==> src/rtl/simmem_wresp_bank.sv <==
// simmem_wresp_bank: write response bank of the simulated memory controller.
// Reserves one slot per accepted write address and returns the slot index as
// the internal ID. Holds write responses until the delay calculator enables
// their release. Releases follow per-ID AXI ordering, oldest first.
// Optional macro SIMMEM_WRESP_BANK_ASSERT_EN compiles in SVA checks.
module simmem_wresp_bank #(
    parameter int  Capacity  = 8,
    parameter int  IdWidth   = 4,
    parameter int  RespWidth = 2,
    localparam int IidWidth  = $clog2(Capacity)
) (
    input  logic                 clk_i,
    input  logic                 rst_ni,
    input  logic                 res_valid_i,
    input  logic [IdWidth-1:0]   res_id_i,
    output logic                 res_ready_o,
    output logic [IidWidth-1:0]  res_iid_o,
    input  logic                 rsp_valid_i,
    input  logic [IdWidth-1:0]   rsp_id_i,
    input  logic [RespWidth-1:0] rsp_data_i,
    output logic                 rsp_ready_o,
    input  logic [Capacity-1:0]  release_en_onehot_i,
    output logic [Capacity-1:0]  released_addr_onehot_o,
    output logic                 out_valid_o,
    output logic [IdWidth-1:0]   out_id_o,
    output logic [RespWidth-1:0] out_data_o,
    input  logic                 out_ready_i
);

    typedef enum logic [1:0] {
        SlotFree     = 2'd0,
        SlotReserved = 2'd1,
        SlotFilled   = 2'd2
    } slot_state_e;

    slot_state_e          state_q [Capacity];
    slot_state_e          state_d [Capacity];
    logic [IdWidth-1:0]   id_q    [Capacity];
    logic [IdWidth-1:0]   id_d    [Capacity];
    logic [RespWidth-1:0] data_q  [Capacity];
    logic [RespWidth-1:0] data_d  [Capacity];
    // age_q[i][j] = 1: slot i was reserved before slot j (valid for occupied slots only)
    logic [Capacity-1:0]  age_q   [Capacity];
    logic [Capacity-1:0]  age_d   [Capacity];

    logic [Capacity-1:0] free_v, occ_v, match_v, elig_v;
    logic [Capacity-1:0] res_oh, fill_oh, out_oh;
    logic                res_fire, rsp_fire, out_fire;

    // Per-slot status vectors and same-ID eligibility filtering
    always_comb begin
        for (int i = 0; i < Capacity; i++) begin
            free_v[i]  = (state_q[i] == SlotFree);
            occ_v[i]   = (state_q[i] != SlotFree);
            match_v[i] = (state_q[i] == SlotReserved) && (id_q[i] == rsp_id_i);
            elig_v[i]  = (state_q[i] == SlotFilled) && release_en_onehot_i[i];
            for (int j = 0; j < Capacity; j++) begin
                if (j != i && occ_v[j] && id_q[j] == id_q[i] && age_q[j][i]) begin
                    elig_v[i] = 1'b0;
                end
            end
        end
    end

    // Selection: lowest free slot, oldest matching reservation, oldest eligible
    always_comb begin
        res_oh    = '0;
        res_iid_o = '0;
        for (int i = Capacity - 1; i >= 0; i--) begin
            if (free_v[i]) begin
                res_oh    = '0;
                res_oh[i] = 1'b1;
                res_iid_o = IidWidth'(i);
            end
        end
        // Only candidates take part, so stale age bits of free slots never matter
        fill_oh = match_v;
        out_oh  = elig_v;
        for (int i = 0; i < Capacity; i++) begin
            for (int j = 0; j < Capacity; j++) begin
                if (match_v[j] && age_q[j][i]) fill_oh[i] = 1'b0;
                if (elig_v[j] && age_q[j][i])  out_oh[i]  = 1'b0;
            end
        end
    end

    // Output mux, zero when nothing is releasable
    always_comb begin
        out_id_o   = '0;
        out_data_o = '0;
        for (int i = 0; i < Capacity; i++) begin
            if (out_oh[i]) begin
                out_id_o   = out_id_o | id_q[i];
                out_data_o = out_data_o | data_q[i];
            end
        end
    end

    assign res_ready_o            = |free_v;
    assign rsp_ready_o            = |match_v;
    assign out_valid_o            = |elig_v;
    assign res_fire               = res_valid_i && res_ready_o;
    assign rsp_fire               = rsp_valid_i && rsp_ready_o;
    assign out_fire               = out_valid_o && out_ready_i;
    assign released_addr_onehot_o = out_fire ? out_oh : '0;

    // Next state: reservation, fill and release always hit distinct slots
    always_comb begin
        for (int i = 0; i < Capacity; i++) begin
            state_d[i] = state_q[i];
            id_d[i]    = id_q[i];
            data_d[i]  = data_q[i];
            age_d[i]   = age_q[i];
        end
        for (int i = 0; i < Capacity; i++) begin
            if (res_fire && res_oh[i]) begin
                state_d[i] = SlotReserved;
                id_d[i]    = res_id_i;
                age_d[i]   = '0;
            end
            if (rsp_fire && fill_oh[i]) begin
                state_d[i] = SlotFilled;
                data_d[i]  = rsp_data_i;
            end
            if (out_fire && out_oh[i]) begin
                state_d[i] = SlotFree;
            end
        end
        // New slot is younger than every currently occupied slot
        for (int i = 0; i < Capacity; i++) begin
            for (int j = 0; j < Capacity; j++) begin
                if (res_fire && res_oh[j] && occ_v[i]) age_d[i][j] = 1'b1;
            end
        end
    end

    // Slot state registers
    always_ff @(posedge clk_i or negedge rst_ni) begin
        if (!rst_ni) begin
            for (int i = 0; i < Capacity; i++) begin
                state_q[i] <= SlotFree;
                id_q[i]    <= '0;
                data_q[i]  <= '0;
                age_q[i]   <= '0;
            end
        end else begin
            for (int i = 0; i < Capacity; i++) begin
                state_q[i] <= state_d[i];
                id_q[i]    <= id_d[i];
                data_q[i]  <= data_d[i];
                age_q[i]   <= age_d[i];
            end
        end
    end

`ifdef SIMMEM_WRESP_BANK_ASSERT_EN
    logic [10:0] stall_cnt_q, stall_cnt_d;

    // Count consecutive cycles a response waits with no matching reservation
    always_comb begin
        stall_cnt_d = '0;
        if (rsp_valid_i && !rsp_ready_o) begin
            stall_cnt_d = (stall_cnt_q == 11'd1000) ? stall_cnt_q : stall_cnt_q + 11'd1;
        end
    end

    // Stall counter register
    always_ff @(posedge clk_i or negedge rst_ni) begin
        if (!rst_ni) stall_cnt_q <= '0;
        else         stall_cnt_q <= stall_cnt_d;
    end

    a_released_onehot0: assert property (@(posedge clk_i) disable iff (!rst_ni)
        $onehot0(released_addr_onehot_o));
    a_released_is_out: assert property (@(posedge clk_i) disable iff (!rst_ni)
        (released_addr_onehot_o != '0) |-> (released_addr_onehot_o == out_oh));
    a_released_enabled: assert property (@(posedge clk_i) disable iff (!rst_ni)
        (released_addr_onehot_o & ~release_en_onehot_i) == '0);
    a_rsp_orphan: assert property (@(posedge clk_i) disable iff (!rst_ni)
        stall_cnt_q < 11'd1000)
        else $error("write response without matching reservation for 1000 cycles");
`endif

endmodule

==> config.mk <==
export PLATFORM = sky130hd
export DESIGN_NAME = simmem_wresp_bank
export DESIGN_NICKNAME = d
export VERILOG_FILES = /design/src/rtl/simmem_wresp_bank.sv
export SDC_FILE = /design/constraint.sdc
export NUM_CORES = 1
export LEC_CHECK = 0
export ABC_AREA = 1
export CAP_MARGIN = 20
export CORE_UTILIZATION = 58
export CTS_BUF_LIST = sky130_fd_sc_hd__clkbuf_4
export DETAILED_ROUTE_END_ITERATION = 16
export PLACE_DENSITY = 0.88
export SYNTH_ARGS = -nofsm -noshare
export SYNTH_HDL_FRONTEND = slang
export SYNTH_SLANG_ARGS = --single-unit
==> constraint.sdc <==
create_clock -name clk_i -period 2.7 [get_ports clk_i]
set_input_delay 0.54 -clock clk_i [delete_from_list [all_inputs] [get_ports clk_i]]
set_output_delay 0.54 -clock clk_i [all_outputs]
set_load 0.05 [all_outputs]
==> results of run 1 <==
-- cells in the mapped netlist, types with 2 or more instances --
cell / instances / area share, %
a211oi_1: 3 / 0.23
nor2_4: 35 / 4.0
and3_1: 6 / 0.38
inv_4: 17 / 1.1
nand2_1: 459 / 18
clkbuf_1: 2 / 0.077
inv_1: 103 / 4.0
dfrtp_1: 128 / 33
nor3_4: 2 / 0.33
nor2_2: 38 / 2.4
inv_2: 15 / 0.58
xor2_1: 25 / 2.2
nand2_2: 26 / 1.7
nor4_2: 2 / 0.26
nand2_4: 2 / 0.23
buf_6: 25 / 2.9
o22ai_1: 60 / 3.8
nor2_8: 2 / 0.41
o21ai_0: 85 / 4.4
buf_2: 11 / 0.56
nand3_2: 9 / 0.92
buf_4: 14 / 1.1
nor3_1: 7 / 0.36
nand3_1: 163 / 8.4
nor2_1: 183 / 7.0
a21oi_1: 23 / 1.2
-- what timing repair did --
| item | 4_1_cts |
|---|---|
| resized for setup | 130 |
| endpoints found under the setup margin | 21 |
| setup buffers | 48 |
| pin swaps | 51 |
-- logic make-up after synthesis --
| kind of cell | after synthesis | synth area share [%] |
|---|---|---|
| XOR/XNOR | 25 | 2.25 |
| flip-flops | 128 | 32.8 |
| AO/OA/AOI/OAI | 176 | 10.1 |
| AND/OR/NAND/NOR | 937 | 44.4 |
| buffers and inverters | 189 | 10.4 |
-- metal layers --
| layer | track usage [%] | GRT overflow |
|---|---|---|
| met1 | 80.4 | 4 |
| met2 | 94.3 | 41 |
| met3 | 62.4 | 1 |
| met4 | 79.5 | 29 |
| met5 | 26.0 | 0 |
-- metrics by stage --
stage | area [um^2] | cells | hold WS (ns) | setup slack, ns | setup TNS [ns]
2_1_floorplan | 9750 | 1455 | 0.244 | -0.0157 | -0.110
3_3_place_gp | 12600 | 1946 | 0.496 | -0.408 | -10.47
4_1_cts | 13700 | 2022 | 0.0850 | -0.792 | -11.32
3_5_place_dp | 12600 | 1946 | 0.498 | -0.493 | -12.54
==> results by group, run 1 <==
Logic synthesis
  – Mean Syn Cell Area: 6.70 um^2
  – Synth async-reset ratio: 100%
  – Post-synth EDFFs: 0
  – Main synth FF type: dfrtp_1
  – Mapped cell area: 9750 um^2
  – Syn nets: 1478
  – Ys Warns: 0
  – Unique masters post-synth: 36
  – Sequential area share after synthesis: 32.8%
  – Mapped Cells: 1455
  – #FFs+latches synth: 128

CTS
  – CTS hold repair buffers: 0
  – Root Driver: clkbuf_4
  – H-tree Lvls: 4
  – CTS buffer count: 17
  – Maximum clock path buffer count: 2
  – TritonCTS sink count: 128

STA
  – Worst_ep grt: out_id_o[3]
  – Worst endpoint type: top-level output

Die
  – Die X: 132 um
  – Row Count: 47
  – Initial Util: 59.0%
  – Chip Height: 132 um
  – Num ports: 43

Outcome
  – Status: stopped before the end
  – Tool error message: [ERROR GRT-0232] Routing congestion too high. Check the congestion heatmap in the GUI.
  – Exit stage: 5_1_grt

Placed design
  – I/O Buffers: 42
  – Final HPWL DP: 34800 um
  – RD Place Congestion: 1.13

Global route
  – Grt ovf: 75
  – Largest net degree at the start of global routing: 129
  – GRT Util Overall: 78.8%
==> run 2, diff against run 1 <==
CORE_UTILIZATION = 40   (was 58)
CTS_BUF_LIST = not set   (was sky130_fd_sc_hd__clkbuf_4)
PLACE_DENSITY = not set   (was 0.88)
PLACE_DENSITY_LB_ADDON = 0.15   (was not set)
==> results by group, run 2 <==
Outcome
  – Status: finished with violations (was stopped before the end)
  – Failing checks: negative setup slack

Global route
  – Grt ovf: 0
  – Number of global-route vias before repair: 11700
  – First-pass GRT wire length: 73200 um
  – Largest net degree at the start of global routing: 47
  – GRT Util Overall: 41.3%
  – Initial antenna violation count: 0

Final layout
  – Biggest regs: age_q x64, id_q x32
  – Layout area overhead: 62.8%
  – Area of the multi-input gates: 6810 um^2
  – Fin nets: 1884
  – Max reg flops: 64
  – # fillers: 2140
  – Sequential cell area: 3220 um^2
  – Fin cells: 2193
  – Reg with most FFs: age_q
  – Most frequent cells in the layout: nand2_1, buf_4, nor2_1
  – Most common cell after layout, fill and taps aside: nand2_1
  – Fin area: 15900 um^2
  – N_diodes: 0
  – Fraction of layout cells with a size suffix above 1: 46.1%

Logic synthesis
  – Most instantiated library cell after synthesis: nand2_1 (unchanged)
  – #FFs+latches synth: 128 (unchanged)
  – Mapped cell area: 9750 um^2 (unchanged)
  – Mapped Cells: 1455 (unchanged)
  – Mean Syn Cell Area: 6.70 um^2 (unchanged)
  – Area contributors post-synth: dfrtp_1, nand2_1, nand3_1 (unchanged)
  – Synth async-reset ratio: 100% (unchanged)
  – Ys Warns: 0 (unchanged)
  – Main synth FF type: dfrtp_1 (unchanged)
  – Unique masters post-synth: 36 (unchanged)
  – Post-synth EDFFs: 0 (unchanged)
  – Largest area contributor in the netlist: dfrtp_1 (unchanged)
  – List of most frequent post-synthesis cells: nand2_1, nor2_1, nand3_1, dfrtp_1, inv_1 (unchanged)
  – Yosys top cell area share: 32.8% (unchanged)
  – Syn nets: 1478 (unchanged)
  – Sequential area share after synthesis: 32.8% (unchanged)

Worst setup path
  – Slowest CP cell: dfrtp_1
  – Reg-to-Reg Start: state_q[1]$_DFFE_PN0P_
  – Startpoint types: register
  – Top delay family on crit path: simple AND/OR/NAND/NOR gates
  – CP Max Fanout: 8
  – Worst path max stage delay: 0.39 ns
  – Crit Path Class: register to output port
  – Critical Path End Type: output port
  – Critical path startpoint: id_q[27]$_DFFE_PN0P_
  – Crit path top cell by count: buf_12
  – WP data required: 2.16 ns
  – CP bufs+invs: 5
  – Ordered cell list for the critical path: buf_12 > clkinvlp_4 > nand2_1 > nand2_1 > nor2_1 > nand3b_1 > nand2_2 > nor2_4 > buf_12 > nand3_1 > nand2_2 > nor2_4 > buf_12 > nand3_2 > nand2_1 > nor2_1 > nand2_2 > buf_12
  – WP data arrival: 2.86 ns

Die
  – Die X: 158 um (was 132 um)
  – Initial Util: 41.2% (was 59.0%)
  – Core footprint: 23700 um^2
  – Die area: 25000 um^2
  – Chip Height: 158 um (was 132 um)
  – Num ports: 43 (unchanged)
  – Row Count: 56 (was 47)

Route
  – Drt pass-1 iters: 8
  – Vias per cell: 5.60
  – DRT Wirelength: 50800 um
  – ANT nets after route: 0
  – Vias: 12300
  – DRC violations left: 0
  – Initial drt markers: 1504
  – WL/cell: 23.2 um

STA
  – FMAX: 294 MHz
  – Slew Viols, Final: 0
  – Worst Max-Slew Pin Slew: 0.570 ns
  – Min Tclk post-route: 3.40 ns
  – Final period utilization: 126%
  – # setup viols final: 15
  – Final hold violations: 0
  – RSZ-0062 raised after global routing: true
  – Relative max-transition margin: 61.9%
  – Final worst slack: -0.702 ns
  – Post-Route Skew: 0.0122 ns

CTS
  – Maximum clock path buffer count: 2 (unchanged)
  – CTS buffer count: 17 (unchanged)
  – Clock-pin slew on the worst setup and hold paths: 0.07 ns
  – CTS tree: yes
  – TritonCTS sink count: 128 (unchanged)
  – H-tree Lvls: 4 (unchanged)
  – Root Driver: clkbuf_16 (was clkbuf_4)
  – Clock Latency Late Sink: 0.44 ns

Power
  – Cell Pwr Density: 1020 nW/um^2
  – Peak VDD IR: 1.14 mV
  – Switching share of total power: 49.8%
  – Combinational fraction of design power: 66.6%
  – Int Pwr: 8.11 mW
  – Net Switching: 8.06 mW
  – Static leakage: 7.65 nW
  – Sequential share of power: 18.8%
  – Clk network pwr share: 14.5%

Flow run
  – MaxCap Viol Count: 0

Min path
  – Hold Crit Class: register to register
  – Hold path startpoint: data_q[2]$_DFFE_PN0P_

Placed design
  – I/O Buffers: 42 (unchanged)
  – DP Area: 13100 um^2 (was 12600 um^2)
  – Post-Place Cells: 2086 (was 1946)
  – Final HPWL DP: 38100 um (was 34800 um)
  – RD Place Congestion: 1.03 (was 1.13)
-- run 2: cell counts after synthesis --
No cell type changed its count.
-- run 2: layer usage --
layer  wire, um  vias to the layer above  track usage, %
li1           -                     5488               -
met1      20000                     5789            53.7
met2      22200                      801            63.9
met3       5060                      210            7.61
met4       3520                        0            24.0
met5          0                        -               0
-- run 2: through the flow --
step | util (%) | hold slack [ns] | worst slack [ns] | power [mW] | setup TNS, ns
finish | 67.1 | 0.515 | -0.702 | 16.2 | -9.48
CTS | 62.8 | 0.515 | -0.659 | 14.9 | -8.73
global placement | 55.2 | 0.469 | -0.698 | 11.5 | -12.98
floorplan | - | 0.244 | -0.0157 | 7.21 | -0.110
detailed placement | 55.2 | 0.467 | -0.686 | 11.6 | -13.52
global route | 67.1 | 0.537 | -0.808 | 16.8 | -10.83
-- run 2: layout make-up --
| class | instances | share of cell area [%] |
|---|---|---|
| multi-input combinational | 1138 | 42.9 |
| tap | 319 | 2.51 |
| clock inverter | 15 | 0.874 |
| timing repair inverter | 3 | 0.126 |
| clock buffer | 17 | 2.68 |
| inverter | 135 | 3.61 |
| sequential | 128 | 20.3 |
| timing repair buffer | 438 | 27.0 |
-- run 2: power by group through the flow --
stage               Clock (mW)  Sequential (mW)  Combinational (mW)
global placement             0             2.98                8.55
floorplan                    0             2.75                4.47
CTS                       2.36             2.98                9.53
detailed placement           0             2.98                8.57
finish                    2.35             3.04                10.8
global route              2.42             3.09                11.3
-- run 2: worst paths after layout --
path	endpoint	slack [ns]	depth (start not counted)
worst min register to register	data_q[2]$_DFFE_PN0P_	0.52	2
max in group asynchronous	id_q[0]$_DFFE_PN0P_	1.40	3
min in group asynchronous	id_q[26]$_DFFE_PN0P_	0.57	2
worst max-delay path	out_id_o[3]	-0.70	18
worst max register to register	state_q[13]$_DFFE_PN0P_	0.11	16
worst min-delay path	data_q[2]$_DFFE_PN0P_	0.52	2
-- run 2: logic make-up (layout without fill, tap and decap cells) --
group,Yosys count,after routing,synth area share (%)
AOI/OAI and AO/OA,176,176,10.1
DFF,128,128,32.8
and+or+nand+nor,937,937,44.4
xor gates and xnor gates,25,25,2.25
buffers and inverters,189,608,10.4
-- run 2: tightest hold or removal path: stages (launching register included) --
cell and delay, ns:
dfrtp_1 0.34, o21ai_0 0.08, nand2_1 0.06
-- run 2: repair_timing --
action | 4_1_cts | 5_1_grt
pin swaps | 89 | 106
cloned | 1 | 2
resized for setup | 204 | 206
setup endpoints to repair | 19 | 17
hold buffers | 1 | 0
buffers inserted | 62 | 28
endpoints found under the hold margin | 4 | 0
(Power assumes the default switching activity.)
==> run 3, diff against run 2 <==
MAX_ROUTING_LAYER = met4   (was not set)
SETUP_SLACK_MARGIN = 0.15   (was not set)
==> results by group, run 3 (synthesized netlist as in run 2, its figures left out) <==
STA
  – Worst Max-Slew Pin Slew: 0.558 ns (was 0.570 ns)
  – Post-Route Skew: 0.00994 ns (was 0.0122 ns)
  – Relative max-transition margin: 62.8% (was 61.9%)
  – Final worst slack: -0.763 ns (was -0.702 ns)
  – Final hold violations: 0 (unchanged)
  – FMAX: 289 MHz (was 294 MHz)
  – Worst hold slack: 0.0463 ns (was 0.515 ns)
  – Min Tclk post-route: 3.46 ns (was 3.40 ns)
  – # setup viols final: 16 (was 15)
  – RSZ-0062 raised after global routing: true (unchanged)
  – Final period utilization: 128% (was 126%)
  – Slew Viols, Final: 0 (unchanged)

CTS
  – CTS tree: yes (unchanged)
  – H-tree Lvls: 4 (unchanged)
  – CTS hold repair buffers: 0 (was 1)
  – Clock Latency Late Sink: 0.43 ns (was 0.44 ns)
  – Root Driver: clkbuf_16 (unchanged)
  – CTS buffer count: 17 (unchanged)
  – TritonCTS sink count: 128 (unchanged)
  – Maximum clock path buffer count: 2 (unchanged)
  – Clock-pin slew on the worst setup and hold paths: 0.07 ns (about the same)

Die
  – Core footprint: 23700 um^2 (unchanged)
  – Die area: 25000 um^2 (unchanged)
  – Chip Height: 158 um (unchanged)
  – Row Count: 56 (unchanged)
  – Initial Util: 41.2% (unchanged)
  – Die X: 158 um (unchanged)
  – Num ports: 43 (unchanged)

Outcome
  – Failing checks: negative setup slack (unchanged)
  – Status: finished with violations (unchanged)

Power
  – PnR Total Power: 15.6 mW (was 16.2 mW)
  – Peak VDD IR: 1.16 mV (was 1.14 mV)
  – Cell Pwr Density: 1030 nW/um^2 (was 1020 nW/um^2)
  – Static leakage: 7.50 nW (was 7.65 nW)

Final layout
  – Biggest regs: age_q x64, id_q x32 (unchanged)
  – Area of the multi-input gates: 6460 um^2 (was 6810 um^2)
  – Most common cell after layout, fill and taps aside: nand2_1 (unchanged)
  – Share of the core filled with cells: 64.2% (was 67.1%)
  – Max reg flops: 64 (unchanged)
  – Fin nets: 1861 (was 1884)
  – Fraction of layout cells with a size suffix above 1: 41.9% (was 46.1%)
  – Most frequent cells in the layout: nand2_1, buf_4, nor2_1 (unchanged)
  – N_diodes: 0 (unchanged)
  – Sequential cell area: 3220 um^2 (about the same)
  – # fillers: 2159 (was 2140)
  – Reg with most FFs: age_q (unchanged)
  – Layout area overhead: 56.0% (was 62.8%)

Placed design
  – Place WS: -0.503 ns (was -0.686 ns)
  – I/O Buffers: 42 (unchanged)
  – Final HPWL DP: 37000 um (was 38100 um)
  – RD Place Congestion: 1.06 (was 1.03)

Worst setup path
  – Ordered cell list for the critical path: buf_6 > buf_4 > nand2_1 > nand2_2 > nor2_4 > nand3_2 > nand2_2 > nor2_4 > buf_6 > buf_6 > nand3_4 > o21ai_4 > nor2_4 > buf_6 > nand3_2 > nand2_2 > nor2_2 > nand2_2 > buf_12 (was buf_12 > clkinvlp_4 > nand2_1 > nand2_1 > nor2_1 > nand3b_1 > nand2_2 > nor2_4 > buf_12 > nand3_1 > nand2_2 > nor2_4 > buf_12 > nand3_2 > nand2_1 > nor2_1 > nand2_2 > buf_12)
  – Worst path max stage delay: 0.43 ns (was 0.39 ns)
  – Startpoint types: register (unchanged)
  – Crit Path Class: register to output port (unchanged)
  – Critical Path End Type: output port (unchanged)
  – WP data arrival: 2.92 ns (was 2.86 ns)
  – WP data required: 2.16 ns (about the same)
  – Slowest CP cell: dfrtp_1 (unchanged)
  – CP Max Fanout: 6 (was 8)

Global route
  – Grt ovf: 0 (unchanged)
  – Number of global-route vias before repair: 11700 (about the same)
  – First-pass GRT wire length: 71600 um (was 73200 um)
  – Initial antenna violation count: 0 (unchanged)
  – Largest net degree at the start of global routing: 56 (was 47)
  – GRT Util Overall: 41.3% (about the same)

Route
  – DRT Wirelength: 49200 um (was 50800 um)
  – Initial drt markers: 1394 (was 1504)
  – Vias: 12300 (about the same)
  – DRC violations left: 0 (unchanged)
  – WL/cell: 22.7 um (was 23.2 um)
  – Vias per cell: 5.66 (was 5.60)
  – ANT nets after route: 0 (unchanged)
  – Drt pass-1 iters: 6 (was 8)

Min path
  – Hold Crit Class: input port to asynchronous set/reset pin (was register to register)

Flow run
  – MaxCap Viol Count: 0 (unchanged)
[run 3: changes by cell type in the layout (fill, tap and decap cells not counted), moves of 7 or more]
| cell | change |
|---|---|
| nand3_1 | +28 |
| nand3_2 | -26 |
| nand2_2 | -17 |
| nor2_1 | +16 |
| nand2_1 | +14 |
| buf_6 | -13 |
| nor2_4 | -13 |
| buf_12 | -9 |
| inv_6 | -9 |
| xor2_1 | +7 |
[run 3: repair_timing]
action | in CTS | in global routing
gates cloned | 2 | 0
hold endpoints to repair | 0 | 0
pin swaps | 48 | 92
resized for setup | 119 | 189
buffers inserted | 41 | 32
endpoints found under the setup margin | 34 | 40
[run 3: routing by layer]
metal	up-vias	track usage, %	share of wire [%]
li1	5434	-	-
met1	5773	51.2	39
met2	828	62.1	43
met3	232	8.29	10
met4	0	24.3	7.6
met5	-	-	0
[run 3: power by group]
group | internal, mW | switching, mW | leakage, nW
registers | 2.49 | 0.620 | 1.45
logic | 4.24 | 5.91 | 5.77
clock network | 1.36 | 1.00 | 0.280
total | 8.08 | 7.53 | 7.50
[run 3: cell type report]
cell class | count | area share, %
multi-input combinational | 1138 | 42.5
timing repair buffer | 417 | 26.2
sequential | 128 | 21.2
inverter | 135 | 3.71
clock buffer | 18 | 2.82
tap | 319 | 2.62
clock inverter | 13 | 0.921
timing repair inverter | 1 | 0.0494
[run 3: worst paths after layout]
kind                                            start                      to  slack [ns]  depth (start not counted)
max in group asynchronous                      rst_ni    age_q[5]$_DFFE_PN0P_        1.86                          2
worst min-delay path                           rst_ni    id_q[18]$_DFFE_PN0P_        0.05                          1
worst min register to register  data_q[6]$_DFFE_PN0P_   data_q[6]$_DFFE_PN0P_        0.51                          2
min in group clk_i              data_q[6]$_DFFE_PN0P_   data_q[6]$_DFFE_PN0P_        0.51                          2
worst max-delay path              id_q[1]$_DFFE_PN0P_             out_id_o[2]       -0.76                         19
worst max register to register    id_q[4]$_DFFE_PN0P_  state_q[7]$_DFFE_PN0P_        0.07                         20
[run 3: worst max-delay path: cells and delay by family, from the launching register on]
kind	cells	cell delay (ns)
AO/OA/AOI/OAI	1	0.06
buffers and inverters	6	0.82
flip-flops	1	0.43
AND/OR/NAND/NOR	12	1.15
[run 3: per-stage QoR]
stage | cell area, um^2 | instances | setup TNS (ns)
floorplan | 9800 | 1455 | 0
detailed placement | 12900 | 2064 | -11.95
CTS | 14200 | 2138 | -9.30
global route | 15200 | 2169 | -11.69
finish | 15200 | 2169 | -10.30
global placement | 12900 | 2064 | -11.73
